## config.mk

```make
export PLATFORM = sky130hd
export DESIGN_NAME = pc_fetch_sequencer_flat
export DESIGN_NICKNAME = d
export VERILOG_FILES = /design/src/rtl/pc_fetch_sequencer_if.sv /design/src/rtl/pc_fetch_sequencer.sv /design/src/flat_wrapper.sv
export SDC_FILE = /design/constraint.sdc
export NUM_CORES = 1
export LEC_CHECK = 0
export ABC_AREA = 0
export ABC_CLOCK_PERIOD_IN_PS = 4200
export CAP_MARGIN = 40
export CELL_PAD_IN_SITES_DETAIL_PLACEMENT = 0
export CELL_PAD_IN_SITES_GLOBAL_PLACEMENT = 2
export CORE_ASPECT_RATIO = 0.7
export CORE_UTILIZATION = 17
export CTS_CLUSTER_DIAMETER = 120
export DETAILED_ROUTE_END_ITERATION = 12
export GPL_ROUTABILITY_DRIVEN = 0
export GPL_TIMING_DRIVEN = 0
export PLACE_DENSITY_LB_ADDON = 0.1
export SLEW_MARGIN = 25
export SYNTH_ARGS = -nofsm -noshare
export SYNTH_HDL_FRONTEND = slang
export SYNTH_SLANG_ARGS = --single-unit
export TNS_END_PERCENT = 5
```

## constraint.sdc

```tcl
create_clock -name clk -period 4.2 [get_ports clk]
set_input_delay 0.84 -clock clk [delete_from_list [all_inputs] [get_ports clk]]
set_output_delay 0.84 -clock clk [all_outputs]
set_load 0.02 [all_outputs]
```

## src/rtl/pc_fetch_sequencer_if.sv

```systemverilog
`default_nettype none
// =====================================================================
// Interface : pc_fetch_sequencer_if
// Purpose   : Instruction-memory request/ack handshake of the fetch sequencer.
// Revision  : 1.0
// =====================================================================
interface pc_fetch_sequencer_if #(
    parameter int ADDR_W = 32
);
    logic              imem_req;
    logic [ADDR_W-1:0] imem_addr;
    logic              imem_ack;

    modport master (
        output imem_req,
        output imem_addr,
        input  imem_ack
    );

    modport slave (
        input  imem_req,
        input  imem_addr,
        output imem_ack
    );
endinterface
`default_nettype wire

```

## src/rtl/pc_fetch_sequencer.sv

```systemverilog
`default_nettype none
// =====================================================================
// Module   : pc_fetch_sequencer
// Purpose  : Next-PC selection, PC load enable and imem fetch handshake.
// Revision : 1.0
// =====================================================================
module pc_fetch_sequencer #(
    parameter int ADDR_W   = 32,
    parameter int MAX_WAIT = 15
) (
    input  wire                  clk,
    input  wire                  rst,
    input  wire  [ADDR_W-1:0]    pc_cur,
    input  wire  [ADDR_W-1:0]    pc_plus1,
    input  wire                  branch_taken,
    input  wire  [ADDR_W-1:0]    branch_target,
    input  wire                  jump_valid,
    input  wire  [ADDR_W-1:0]    jump_target,
    input  wire                  trap_valid,
    input  wire  [ADDR_W-1:0]    trap_vector,
    input  wire                  stall,
    pc_fetch_sequencer_if.master imem,
    output logic [ADDR_W-1:0]    pc_next,
    output logic                 pc_ready,
    output logic                 instr_valid,
    output logic                 flush,
    output logic                 fetch_error,
    output logic [1:0]           state_dbg
);

    typedef enum logic [1:0] {
        BOOT = 2'd0,
        REQ  = 2'd1,
        WAIT = 2'd2,
        HOLD = 2'd3
    } state_t;

    localparam int               CNT_W         = 8;
    localparam logic [CNT_W-1:0] c_cnt_max     = '1;
    localparam logic [CNT_W-1:0] c_timeout_cnt = CNT_W'(MAX_WAIT - 1);

    localparam logic [1:0] c_lvl_branch = 2'd1;
    localparam logic [1:0] c_lvl_jump   = 2'd2;
    localparam logic [1:0] c_lvl_trap   = 2'd3;

    state_t              r_state;
    logic [CNT_W-1:0]    r_wait_cnt;
    logic                r_fetch_err;
    logic                r_pend_vld;
    logic [1:0]          r_pend_lvl;
    logic [ADDR_W-1:0]   r_pend_tgt;

    logic                w_live_vld;
    logic [1:0]          w_live_lvl;
    logic [ADDR_W-1:0]   w_live_tgt;
    logic                w_take_live;
    logic                w_redir_vld;
    logic [ADDR_W-1:0]   w_redir_tgt;
    logic                w_timeout;

    // Strongest redirect pulse this cycle; pulses seen in BOOT are discarded.
    always_comb begin
        w_live_vld = 1'b0;
        w_live_lvl = '0;
        w_live_tgt = '0;
        if (r_state != BOOT) begin
            if (trap_valid) begin
                w_live_vld = 1'b1;
                w_live_lvl = c_lvl_trap;
                w_live_tgt = trap_vector;
            end else if (jump_valid) begin
                w_live_vld = 1'b1;
                w_live_lvl = c_lvl_jump;
                w_live_tgt = jump_target;
            end else if (branch_taken) begin
                w_live_vld = 1'b1;
                w_live_lvl = c_lvl_branch;
                w_live_tgt = branch_target;
            end
        end
    end

    // A live pulse beats the pending one only at equal or higher priority.
    assign w_take_live = w_live_vld && (!r_pend_vld || (w_live_lvl >= r_pend_lvl));
    assign w_redir_vld = w_live_vld || r_pend_vld;
    assign w_redir_tgt = w_take_live ? w_live_tgt : r_pend_tgt;

    assign pc_next     = w_redir_vld ? w_redir_tgt : pc_plus1;
    assign pc_ready    = ((r_state == WAIT) && imem.imem_ack && !stall) ||
                         ((r_state == HOLD) && !stall);
    assign flush       = pc_ready && w_redir_vld && (pc_next != pc_plus1);
    assign instr_valid = (r_state == WAIT) && imem.imem_ack && !w_redir_vld;

    // Timeout is visible in the cycle the count of ack-less WAIT cycles hits MAX_WAIT.
    assign w_timeout   = (r_state == WAIT) && !imem.imem_ack &&
                         (r_wait_cnt >= c_timeout_cnt);
    assign fetch_error = r_fetch_err || w_timeout;

    assign imem.imem_req  = (r_state == REQ) || (r_state == WAIT);
    assign imem.imem_addr = pc_cur;
    assign state_dbg      = r_state;

    always_ff @(posedge clk or posedge rst) begin
        if (rst) begin
            r_state     <= BOOT;
            r_wait_cnt  <= '0;
            r_fetch_err <= 1'b0;
            r_pend_vld  <= 1'b0;
            r_pend_lvl  <= '0;
            r_pend_tgt  <= '0;
        end else begin
            case (r_state)
                BOOT: r_state <= REQ;
                REQ:  r_state <= WAIT;
                WAIT: begin
                    if (imem.imem_ack) begin
                        r_wait_cnt <= '0;
                        r_state    <= stall ? HOLD : REQ;
                    end else if (r_wait_cnt != c_cnt_max) begin
                        r_wait_cnt <= r_wait_cnt + CNT_W'(1);
                    end
                end
                HOLD: begin
                    if (!stall) begin
                        r_state <= REQ;
                    end
                end
                default: r_state <= BOOT;
            endcase

            if (w_timeout) begin
                r_fetch_err <= 1'b1;
            end

            if (pc_ready) begin
                r_pend_vld <= 1'b0;
            end else if (w_take_live) begin
                r_pend_vld <= 1'b1;
                r_pend_lvl <= w_live_lvl;
                r_pend_tgt <= w_live_tgt;
            end
        end
    end

endmodule
`default_nettype wire
```

## src/flat_wrapper.sv

```systemverilog
// flat-port wrapper written by rule: the top's interface ports become plain ports
module pc_fetch_sequencer_flat 
#(
    parameter int ADDR_W   = 32,
    parameter int MAX_WAIT = 15
)
  (clk, rst, pc_cur, pc_plus1, branch_taken, branch_target, jump_valid, jump_target, trap_valid, trap_vector, stall, pc_next, pc_ready, instr_valid, flush, fetch_error, state_dbg, imem_imem_req, imem_imem_addr, imem_imem_ack);
  pc_fetch_sequencer_if #(.ADDR_W(ADDR_W)) imem_i ();
  input  wire clk;
  input  wire rst;
  input  wire  [ADDR_W-1:0] pc_cur;
  input  wire  [ADDR_W-1:0] pc_plus1;
  input  wire branch_taken;
  input  wire  [ADDR_W-1:0] branch_target;
  input  wire jump_valid;
  input  wire  [ADDR_W-1:0] jump_target;
  input  wire trap_valid;
  input  wire  [ADDR_W-1:0] trap_vector;
  input  wire stall;
  output logic [ADDR_W-1:0] pc_next;
  output logic pc_ready;
  output logic instr_valid;
  output logic flush;
  output logic fetch_error;
  output logic [1:0] state_dbg;
  output wire logic [$bits(imem_i.imem_req)-1:0] imem_imem_req;
  output wire logic [$bits(imem_i.imem_addr)-1:0] imem_imem_addr;
  input wire logic [$bits(imem_i.imem_ack)-1:0] imem_imem_ack;
  assign imem_imem_req = imem_i.imem_req;
  assign imem_imem_addr = imem_i.imem_addr;
  assign imem_i.imem_ack = imem_imem_ack;
  pc_fetch_sequencer #(.ADDR_W(ADDR_W), .MAX_WAIT(MAX_WAIT)) u_core (.clk(clk), .rst(rst), .pc_cur(pc_cur), .pc_plus1(pc_plus1), .branch_taken(branch_taken), .branch_target(branch_target), .jump_valid(jump_valid), .jump_target(jump_target), .trap_valid(trap_valid), .trap_vector(trap_vector), .stall(stall), .imem(imem_i), .pc_next(pc_next), .pc_ready(pc_ready), .instr_valid(instr_valid), .flush(flush), .fetch_error(fetch_error), .state_dbg(state_dbg));
endmodule
```

After elaboration in Yosys (flattened, before gate mapping). Index checks and enable logic that the tools add are counted.

Add/subtract/negate cells: 1. Multipliers: 0. Divide/modulo/power cells: 0. Magnitude comparators: 2. Equality and inequality tests: 7. Shift operators: 0. Muxes and demuxes: 22. Bitwise gates (word level): 1. Reductions and logical operators: 25.

Operators with widths (count): two-way mux 32 bit (6); != test 32 bit (1); two-way mux 8 bit (2); two-way mux 2 bit (6); logical AND 1 bit (9); adder 8 x 1 -> 8 bit (second input constant) (1); greater-or-equal comparator 8 x 4 -> 1 bit (second input constant) (1); != test 8 bit (second input constant) (1); case mux 2 bit (4 select lines) (1); two-way mux 1 bit (7); AND reduction 2 bit (3); nonzero test 2 bit (3); logical OR 1 bit (5); == test 2 bit (second input constant) (2); logical NOT 1 bit (4); != test 2 bit (second input constant) (2); == test 2 x 1 -> 1 bit (second input constant) (1); greater-or-equal comparator 2 bit (1); logical NOT 2 bit (1); NOT 1 bit (1).

Bits in registers: 46. Latch bits: 0. Bits in writable memories: 0. Memory bits (read-only): 0. Input port bits: 167. Memories kept: 0.

Longest topological paths before layout. Gate-level depths: netlist of run 1.

Depth after elaboration: 11. Mapped depth: 17. Gate-level depth less buffers: 12.

Worst setup path before layout of run 1. No wires, ideal clock.

Kind: input to output. From: input port jump_valid. To: output port flush. Arrival time: 3.348 ns. Required time: 3.360 ns. Path slack: 0.012 ns. Stages: 17. Buffers on the path: 6. Path through: buf_6 nor2b_2 buf_6 buf_6 buf_6 o21bai_1 ha_1 nor2b_1 o21ai_1 nand2_2 buf_6 buf_4 mux2i_1 xor2_1 nand4_1 nor4_1 a21oi_1.

Longest elaborated chain between the ends: 10. Elaborated cells on any way between the ends: 18. Classes of those cells: order compare: 1; eq/ne: 1; mux: 11; reduce/logical: 5.

RTL lines: start: declaration (RTL line flat_wrapper.sv:15) `input wire jump_valid;`; two-way mux 2 bit (RTL line pc_fetch_sequencer.sv:71) `end else if (jump_valid) begin`; two-way mux 2 bit (RTL line pc_fetch_sequencer.sv:67) `if (trap_valid) begin`; two-way mux 2 bit (RTL line pc_fetch_sequencer.sv:66) `if (r_state != BOOT) begin`; greater-or-equal comparator 2 bit (RTL line pc_fetch_sequencer.sv:84) `assign w_take_live = w_live_vld && (!r_pend_vld || (w_live_lvl >= r_pend_lvl));`; logical OR 1 bit (RTL line pc_fetch_sequencer.sv:84); logical AND 1 bit (RTL line pc_fetch_sequencer.sv:84); two-way mux 32 bit; two-way mux 32 bit (RTL line pc_fetch_sequencer.sv:88) `assign pc_next = w_redir_vld ? w_redir_tgt : pc_plus1;`; != test 32 bit (RTL line pc_fetch_sequencer.sv:91) `assign flush = pc_ready && w_redir_vld && (pc_next != pc_plus1);`; logical AND 1 bit (*) (RTL line pc_fetch_sequencer.sv:91); end: declaration (RTL line flat_wrapper.sv:23) `output logic flush;`.

Mark *: on every way between the ends. The rest lies on a longest branch, timed or not.

Final worst setup path of run 1.
From: input port jump_valid. To: output port flush.

Longest elaborated chain between the ends: 10. Elaborated cells on any way between the ends: 18. Classes of those cells: order compare: 1; eq/ne: 1; mux: 11; reduce/logical: 5.

RTL lines: two-way mux 2 bit (RTL line pc_fetch_sequencer.sv:71); two-way mux 2 bit (RTL line pc_fetch_sequencer.sv:67); two-way mux 2 bit (RTL line pc_fetch_sequencer.sv:66); net u_core.w_live_lvl[1] (RTL line pc_fetch_sequencer.sv:54) `logic [1:0] w_live_lvl;`; greater-or-equal comparator 2 bit (RTL line pc_fetch_sequencer.sv:84); logical OR 1 bit (RTL line pc_fetch_sequencer.sv:84); logical AND 1 bit (RTL line pc_fetch_sequencer.sv:84); two-way mux 32 bit; two-way mux 32 bit (RTL line pc_fetch_sequencer.sv:88); != test 32 bit (RTL line pc_fetch_sequencer.sv:91); logical AND 1 bit (RTL line pc_fetch_sequencer.sv:91).

The timed path passes the listed nets, and every way through them passes these cells.

==> impl.org, run 1 <==
** Route
- DRC violation total after the first TritonRoute iteration :: 216
- Once detail routing completed, the nets flagged for antenna violations numbered 0.
- Routed wire length :: ~20 mm
- First-pass iteration count of the detailed router :: 5
- For this run, design rule violations remaining after detail routing come to 0.
- Ratio of routed vias to standard cells :: 4.227
- Count of vias placed by the detailed router :: 4578
- Dividing the detail-routed wire length by the instance count gives roughly 18 um.

** Hold path
- Kind of path behind the tightest hold check :: reg2reg

** Critical path
- Slowest library cell on the worst path :: sky130_fd_sc_hd__nor4_4
- Critical path data arrival time :: 3.60 ns
- The worst setup path is launched from a primary input.
- The most numerous cell type found on the critical path is sky130_fd_sc_hd__buf_12.
- Number of buffers and inverters on the critical path :: 6
- Cell chain of the critical path :: buf_12 -> buf_12 -> buf_12 -> nor2_4 -> nor2_2 -> ha_1 -> nor2b_2 -> o21ai_4 -> nand2_4 -> buf_12 -> buf_12 -> mux2i_4 -> xor2_1 -> nand4_1 -> nor4_4 -> a21oi_1 -> buf_4
- Type of the setup path with the least slack :: in2out
- Req. time, crit path :: about 3.4 ns
- CP endpoint kind :: output port
- Largest driver fanout on the critical path :: 6
- For this run, the slowest stage of the critical path takes between 0.4 and 0.5 ns.
- Broken down by cell family, the worst path's largest delay share belongs to simple AND/OR/NAND/NOR gates.

** Pwr
- Dividing total power by cell area gives a power density of 767.6 nW/um^2.
- Sequential group share of total power :: 14.4%
- Of the total power, the share spent switching nets is 48.74%.
- Leakage :: 3.203 nW
- Worst IR drop on VDD :: 0.3345 mV
- The clock network burns between 7 and 8% of the power.
- Sum of internal, switching and leakage power :: 5.520 mW
- The share of total power dissipated in combinational logic is 78.4%.
- Net switching power :: roughly 2.7 mW
- Design internal power :: ~2.8 mW

** Timing
- Counting I/O delays and the setup requirement, the final critical path takes 4.444 ns.
- Setup violations remaining at the end of the flow were counted as 1.
- Final Max Slew Viols :: 0
- At the pin with the least slew margin, the transition time is 0.6953 ns.
- RSZ-0062 raised after global routing :: true
- The worst pin sits at a relative slew slack of 53.64%.
- The final critical path takes up 105.8% of the cycle.
- The number of hold violations in the final report came to 0.
- Maximum clock skew at final layout :: 0.004298 ns
- Setup slack on the critical path of the routed design comes to -0.2443 ns.
- Static timing analysis puts the maximum clock frequency at 0.2250 GHz.

** Synth
- Sequential fraction of the synthesis area :: 28.93%
- Count of unique library cells instantiated by Yosys :: 48
- Counting every net in the synthesized netlist gives 703.
- A synthesized cell averages 7.536 um^2.
- In this run, synthesis produced a sequential element count of 46.
- Number of cells produced by synthesis :: 528
- After synthesis the cells add up to 3979 um^2.
- For this run, the number of Yosys warnings is 0.

** Run status
- The checks that failed: negative setup slack.
- The run finished, with violations left.

** Global route
- Summed over all layers, the global routing overflow is 0.
- Maximum number of pins on one net before global-route repair :: 30
- Overall track demand over capacity in global routing :: 16.18%
- Global-route wire length before repair :: 27.97 mm
- Antenna violations before repair :: 1
- Vias in the first global route :: approximately 4.6k

** Place
- Count of input and output buffers :: approximately 200
- Detailed placement finished with a half-perimeter wire length of 15.20 mm.
- At the placement stage, the worst setup path has a slack of -2.378 ns.

** Clocking
- TritonCTS clock tree :: done
- The tree is rooted in a sky130_fd_sc_hd__clkbuf_16.
- At the later pin of the worst-skew pair, clock insertion delay measures roughly 0.30 ns.
- The H-tree was split into 2 levels.
- Post-CTS clock slew at the launch and capture registers of the worst setup and hold paths :: 0.07 ns
- Count of hold-fix buffers inserted at cts :: 0
- Number of buffers added by the clock tree synthesis step :: 5
- The clock net in this run drives a total of between 40 and 50 sinks.
- CTS max path bufs :: 2

** Job
- Across the run, the number of max-cap violations was 0.

** Floorplanning
- For this configuration, the core starts out at a cell density of 17.46%.
- Die height :: approximately 130 um
- Site row count :: 46
- Top-level port count :: 238
- The die is around 180 um wide.
- After floorplanning, the core was sized to cover 22790 um^2.
- The die covers 24030 um^2.

** Cells and area
- The repair_antennas step left the layout with diodes totalling 0.
- End-of-flow core utilization :: about a third
- Layout Area Growth over Synthesis :: 80.75%
- For this run, the post-layout net count is about 950.
- Cells with a size suffix above 1 make up 20.10% of the layout.
==> routing by layer <==
layer | global-route usage, % | vias to the layer above | routed length (um)
met2 | 24.19 | 196 | 8145
met4 | 3.306 | 2 | 238
met5 | 0 | - | 12
met3 | 4.856 | 15 | 1538
li1 | - | 2252 | -
met1 | 22.81 | 2113 | 9870
==> stage by stage <==
step	instances	setup TNS (ns)	hold slack (ns)	cell area (um^2)
after CTS	1070	-0.4372	0.4729	6940
after global routing	1083	-0.3614	0.4923	7192
after floorplan	528	0	0.4296	3979
after detailed placement	1045	-55.83	0.4554	6434
final	1083	-0.2443	0.4680	7192
after global placement	1044	-56.41	0.4407	6411
==> final timing paths <==
check                               startpoint               endpoint  slack, ns  cells after the start
setup / recovery                    jump_valid                  flush      -0.24                     17
hold / removal              u_core.r_fetch_err     u_core.r_fetch_err       0.47                      1
setup reg to reg           u_core.state_dbg[1]  u_core.r_pend_tgt[28]       1.09                     14
hold reg to reg             u_core.r_fetch_err     u_core.r_fetch_err       0.47                      1
max in group asynchronous                  rst    u_core.state_dbg[0]       2.87                      3
min in group asynchronous                  rst  u_core.r_pend_tgt[31]       0.86                      2
==> worst register-to-register path: stages (launching register included) <==
cell	delay, ns
sky130_fd_sc_hd__dfrtp_1	0.40
sky130_fd_sc_hd__inv_1	0.09
sky130_fd_sc_hd__ha_2	0.23
sky130_fd_sc_hd__o21bai_4	0.20
sky130_fd_sc_hd__ha_4	0.27
sky130_fd_sc_hd__nor2b_4	0.04
sky130_fd_sc_hd__o21ai_4	0.16
sky130_fd_sc_hd__nand2_4	0.11
sky130_fd_sc_hd__buf_12	0.16
sky130_fd_sc_hd__buf_12	0.15
sky130_fd_sc_hd__buf_4	0.16
sky130_fd_sc_hd__nor2_1	0.29
sky130_fd_sc_hd__clkbuf_1	0.58
sky130_fd_sc_hd__nand2_1	0.12
sky130_fd_sc_hd__nand2_1	0.09
==> cells by family after synthesis <==
kind of cell	share of synthesized area [%]
AO/OA/AOI/OAI	22.01
XOR/XNOR	6.824
adder cells (fa/ha/maj)	2.516
buffers and inverters	12.92
flip-flops	28.93
multiplexers	4.591
AND/OR/NAND/NOR	22.20
==> power by group through the flow <==
stage          registers (mW)  logic, mW  clock network (mW)
2_1_floorplan           0.742       2.12                   0
3_3_place_gp            0.756       3.61                   0
3_5_place_dp            0.766       3.63                   0
4_1_cts                 0.779       3.97               0.417
5_1_grt                 0.817       4.68               0.435
6_report                0.792       4.33               0.399
==> synthesized netlist by cell type (all sizes together) <==
library cell | instances | area [um^2]
nor4 | 5 | 31.28
a221o | 1 | 10.01
or2 | 2 | 12.51
dfrtp | 46 | 1151
nand2 | 121 | 456.7
inv | 24 | 90.09
and4 | 1 | 8.760
xnor2 | 8 | 70.07
mux2 | 2 | 22.52
a2bb2oi | 1 | 8.760
o21ai | 28 | 140.1
clkbuf | 11 | 41.29
o21bai | 1 | 7.510
and3b | 1 | 8.760
o2bb2ai | 3 | 26.28
a21boi | 1 | 7.510
a22o | 1 | 8.760
and2 | 1 | 6.260
and3 | 4 | 25.02
nor3 | 1 | 10.01
o21a | 4 | 31.28
a221oi | 15 | 162.6
nand3 | 3 | 15.01
nand4 | 6 | 37.54
a22oi | 16 | 125.1
mux2i | 16 | 160.2
a21oi | 33 | 165.2
nor2 | 61 | 244.0
a2111oi | 1 | 8.760
o22ai | 16 | 112.6
o221a | 1 | 11.26
nor2b | 4 | 27.53
o22a | 2 | 17.52
a32o | 1 | 10.01
a21o | 3 | 22.52
buf | 52 | 382.9
xor2 | 23 | 201.4
ha | 8 | 100.1
==> layout make-up <==
type / count / area (um^2)
fillers: 2475 / 15600
multi-input cells: 395 / 2596
repair buffers: 239 / 2315
flip-flops and latches: 46 / 1152
plain buffers: 60 / 510.5
well taps: 312 / 390.4
clock buffers: 5 / 125.1
inverters: 24 / 92.59
clock inverters: 2 / 10.01
==> timing repair <==
action | in CTS | in global routing
endpoints found under the hold margin | 0 | 0
gates cloned | 0 | 0
gates resized for setup | 101 | 34
endpoints found under the setup margin | 64 | 14
pin swaps | 15 | 21
buffers inserted | 18 | 16
==> flip-flops by register name (all words and copies together) (netlist names) <==
| name | count |
|---|---|
| u_core.r_pend_vld | 1 |
| u_core.r_wait_cnt | 8 |
| u_core.r_fetch_err | 1 |
| u_core.r_pend_lvl | 2 |
| u_core.r_pend_tgt | 32 |
| u_core.state_dbg | 2 |
==> layout by cell type (no fill, tap or decap), types with 4 or more instances in the layout <==
| cell | netlist | routed |
|---|---|---|
| sky130_fd_sc_hd__nand2_1 | 120 | 119 |
| sky130_fd_sc_hd__mux2i_2 | 0 | 5 |
| sky130_fd_sc_hd__clkbuf_16 | 0 | 5 |
| sky130_fd_sc_hd__ha_1 | 8 | 6 |
| sky130_fd_sc_hd__nor2_1 | 59 | 57 |
| sky130_fd_sc_hd__clkbuf_2 | 0 | 6 |
| sky130_fd_sc_hd__nand4_1 | 6 | 6 |
| sky130_fd_sc_hd__xor2_1 | 23 | 22 |
| sky130_fd_sc_hd__buf_4 | 34 | 64 |
| sky130_fd_sc_hd__a221oi_2 | 5 | 5 |
| sky130_fd_sc_hd__a21oi_1 | 33 | 33 |
| sky130_fd_sc_hd__o22ai_4 | 0 | 6 |
| sky130_fd_sc_hd__xnor2_1 | 8 | 8 |
| sky130_fd_sc_hd__buf_12 | 0 | 11 |
| sky130_fd_sc_hd__buf_2 | 12 | 7 |
| sky130_fd_sc_hd__o22ai_2 | 2 | 6 |
| sky130_fd_sc_hd__o22ai_1 | 14 | 4 |
| sky130_fd_sc_hd__o21ai_1 | 5 | 4 |
| sky130_fd_sc_hd__o21ai_0 | 23 | 23 |
| sky130_fd_sc_hd__clkbuf_1 | 11 | 5 |
| sky130_fd_sc_hd__and3_1 | 4 | 4 |
| sky130_fd_sc_hd__clkdlybuf4s50_1 | 0 | 176 |
| sky130_fd_sc_hd__mux2i_4 | 0 | 4 |
| sky130_fd_sc_hd__a221oi_1 | 10 | 10 |
| sky130_fd_sc_hd__dfrtp_1 | 46 | 45 |
| sky130_fd_sc_hd__mux2i_1 | 16 | 7 |
| sky130_fd_sc_hd__inv_1 | 24 | 22 |
| sky130_fd_sc_hd__a22oi_1 | 15 | 15 |
| sky130_fd_sc_hd__dlygate4sd2_1 | 0 | 25 |
| sky130_fd_sc_hd__buf_6 | 6 | 4 |
Note: power is estimated with default switching activity, not from simulation.
==> inputs of run 2 (changes only) <==
--- a/config.mk
+++ b/config.mk
@@ -11,11 +11,12 @@
 export CELL_PAD_IN_SITES_DETAIL_PLACEMENT = 0
 export CELL_PAD_IN_SITES_GLOBAL_PLACEMENT = 2
 export CORE_ASPECT_RATIO = 0.7
-export CORE_UTILIZATION = 17
+export CORE_UTILIZATION = 30
 export CTS_CLUSTER_DIAMETER = 120
 export DETAILED_ROUTE_END_ITERATION = 12
+export DONT_BUFFER_PORTS = 1
 export GPL_ROUTABILITY_DRIVEN = 0
-export GPL_TIMING_DRIVEN = 0
+export HOLD_SLACK_MARGIN = 0.1
 export PLACE_DENSITY_LB_ADDON = 0.1
 export SLEW_MARGIN = 25
 export SYNTH_ARGS = -nofsm -noshare
==> run 2 against run 1 <==
  * Critical endpoint unchanged
  * First-iteration DRC count is 25% lower
  * Largest cell class is now multi-input combinational cells
  * Utilization is 5.0 points higher
  * Sequential cell count stayed put
  * Register-to-register slack better by 0.39 ns
  * Combinational power is 18% lower
  * Fmax is 8.8% higher
  * Non-clock buffer count is 243 lower
  * Total power is 14% lower
  * The run now ends clean
==> impl.org, run 2 (synthesized netlist as in run 1, its figures left out) <==
** Run status
- Run status :: finished, final reports clean

** Timing
- The final-report setup violation count was 0 (-1).
- Maximum clock skew at final layout :: 0.004529 ns (+0.0002313 ns)
- Min cycle time layout :: 4.084 ns (-0.3606 ns)
- The count of final max-slew check failures is 0 (unchanged).
- The highest attainable clock frequency came to 0.2449 GHz (+8.8%).
- Final worst path period share :: 97.23% (-8.6 points)
- The number of hold violations in the final report was 0 (unchanged).
- The remaining max-slew budget at the tightest pin is 48.37% (-5.3 points).
- The least setup slack across all paths after layout is 0.1163 ns (+0.3606 ns).
- Sum of negative setup slack :: 0 ns (+0.2443 ns)
- Worst slew pin tran :: 0.7744 ns (+0.07907 ns)
- RSZ-0062 raised after global routing :: true
- Post-route worst hold slack :: 0.3740 ns (-0.09397 ns)

** Pwr
- The clock network fraction of design power came to 9.4% (+2.2 points).
- Logic pwr share :: 74.5% (-3.9 points)
- Design internal power :: 2.447 mW (-14%)
- The leakage power total was 2.186 nW (-32%).
- The switching power as a share of total power came to 48.70% (about the same).
- Sum of internal, switching and leakage power :: 4.770 mW (-14%)
- Pwr per Cell Area :: 1030 nW/um^2 (+34%)
- The fraction of power consumed by sequential logic is 16.1% (+1.7 points).
- The worst-case vdd ir drop is 0.4574 mV (+37%).
- The switching power was 2.323 mW (-14%).

** Critical path
- On the critical path, the stage with the largest delay is an instance of sky130_fd_sc_hd__nor4_4.
- Critical path data arrival time :: 3.24 ns (-0.36 ns)
- The worst register-to-register path ends at u_core.r_pend_tgt[28].
- The number of cells on the worst reg-to-reg path was 13 (-1).
- Largest driver fanout on the critical path :: 8 (+2)
- The minimum setup slack among reg-to-reg paths was 1.48 ns (+0.39 ns).
- In this run the critical register-to-register path is launched from u_core.state_dbg[1].
- The delay contributed by the slowest stage of the critical path is 0.33 ns (-0.10 ns).
- Req. time, crit path :: 3.36 ns (about the same)
- The signal on the critical path passes through nor2b_4 -> o21bai_1 -> ha_1 -> nor2b_2 -> o21ai_2 -> nand2_4 -> buf_12 -> mux2i_4 -> xor2_1 -> nand4_1 -> nor4_4 -> buf_4 -> a21oi_2 -> buf_6.
- Startpoint types :: primary input
- CP endpoint kind :: output port
- The setup path with the least slack is of type in2out.

** Place
- Worst setup slack before clock tree synthesis :: -0.2774 ns (+2.101 ns)
- The cell area after placement was 4165 um^2 (-35%).
- Count of input and output buffers :: 0 (-100%)
- The detailed placer's ending HPWL is 9.424 mm (-38%).
- Number of cells after detailed placement :: 675 (-35%)

** Global route
- The wire length of the first global-routing pass came to 20.13 mm (-28%).
- Aggregate global routing overflow :: 0 (unchanged)
- Met2 track utilization from global routing :: 29.61% (+5.4 points)
- The number of global-route vias before repair came to 3563 (-22%).
- Fraction of met1 tracks used by global routing :: 26.56% (+3.7 points)
- Antenna violations before repair :: 0 (-1)
- Overall track demand over capacity in global routing :: 19.03% (+2.8 points)
- Routing usage on met3 :: 4.757% (-0.099 points)
- Layer with the highest usage :: met2
- The pin count of the biggest net entering global routing was 68 (+130%).

** Cells and area
- Biggest regs :: u_core.r_pend_tgt: 32 flops, u_core.r_wait_cnt: 8 flops
- The final-stage net count came to 703 (-26%).
- u_core.r_pend_tgt holds more flip-flops than any other register.
- End-of-flow core utilization :: 36.53% (+5.0 points)
- The number of inserted filler cells in the final layout came to 1333 (-46%).
- Share of cells above drive strength 1 :: 21.74% (+1.6 points)
- The flip-flop count of the largest register, all copies and words added was 32 (unchanged).
- Leaving out fill and tap cells, the most frequent cell in the layout is sky130_fd_sc_hd__nand2_1.
- The final design instance area without fill is 4631 um^2 (-36%).
- In the layout the commonest cells are sky130_fd_sc_hd__nand2_1, sky130_fd_sc_hd__nor2_1, sky130_fd_sc_hd__buf_4.
- The final instance count without filler cells was 691 (-36%).
- ANT cells :: 0 (unchanged)
- Layout Area Growth over Synthesis :: 16.38%

** Clocking
- The clock latency on the worst-skew pair was 0.29 ns (about the same).
- TritonCTS clock tree :: done
- Number of buffers added by the clock tree synthesis step :: 5 (unchanged)
- CTS HTree Levels :: 2 (unchanged)
- The total clock sinks was 46 (unchanged).
- CTS max path bufs :: 2 (unchanged)
- Post-CTS clock slew at the launch and capture registers of the worst setup and hold paths :: 0.07 ns (about the same)
- Root buffer cell :: sky130_fd_sc_hd__clkbuf_16

** Route
- Routed wire length :: 13.03 mm (-34%)
- The number of iterations in the first detailed-routing pass was 5 (unchanged).
- The count of routing violations after the opening detailed-route iteration is 161 (-25%).
- The routed length per placed instance is 18.86 um (+3.1%).
- The via count came to 3603 (-21%).
- Ratio of routed vias to standard cells :: 5.214 (+23%)
- The post-detailed-route DRC marker count was 0 (unchanged).
- Post-DRT Antenna Nets :: 0 (unchanged)

** Floorplanning
- The overall die height came to 98.36 um (-24%).
- Top-level port count :: 238 (unchanged)
- Site row count :: 34 (-26%)
- Overall die width :: 139.6 um (-24%)
- Placeable core region :: 12680 um^2 (-44%)
- Die Area :: 13730 um^2 (-43%)
- Starting utilization of the core area :: 31.39% (+14 points)

** Job
- Max-cap violations :: 0 (unchanged)

** Hold path
- Kind of path behind the tightest hold check :: in2async
==> run 2: changes by cell type in the layout (fill, tap and decap cells not counted), sizes merged <==
| cell | delta |
|---|---|
| clkinv | -2 |
| clkbuf | -7 |
| clkdlybuf4s50 | -176 |
| buf | -32 |
| dlygate4sd2 | -25 |
==> run 2: layout make-up <==
type                            count  area [um^2]  area share (%)
Clock buffer                        8        166.4           3.594
Inverter                           24        90.09           1.945
Multi-Input combinational cell    395         2526           54.55
Sequential cell                    46         1151           24.86
Tap cell                          162        202.7           4.377
Timing Repair Buffer               56        494.2           10.67
==> run 2: metal layers <==
metal / wire [um] / vias up
li1: - / 1771
met1: 6222 / 1675
met2: 5695 / 126
met3: 963 / 31
met4: 150 / 0
met5: 0 / -
==> run 2: repair_timing <==
item                       4_1_cts  5_1_grt
pin swaps                        3       13
hold buffers                     0        0
gates resized for setup         13       28
setup endpoints to repair        1        1
gates cloned                     0        1
setup buffers                    2        5
==> run 2: worst max path at each step <==
stage	startpoint	endpoint	slack (ns)	cells past startpoint
finish	branch_taken	flush	0.12	14
global route	branch_taken	flush	-0.04	14
CTS	u_core.state_dbg[1]	flush	0.02	15
detailed placement	branch_taken	flush	-0.28	13
global placement	branch_taken	flush	-0.38	13
floorplan	jump_valid	flush	0.01	17
==> run 2: critical path, delay by kind of cell <==
kind | cells | cell delay (ns)
compound gates | 3 | 0.32
xor+xnor | 1 | 0.18
fa+ha+maj | 1 | 0.26
buf+inv | 3 | 0.46
mux | 1 | 0.25
simple gates | 5 | 0.90
==> run 2: power groups by stage <==
stage	logic, mW	registers, mW	clock network (mW)
after CTS	3.26	0.751	0.463
final	3.55	0.770	0.447
after detailed placement	3.09	0.753	0
after floorplan	2.12	0.742	0
after global routing	3.86	0.793	0.481
after global placement	3.05	0.755	0
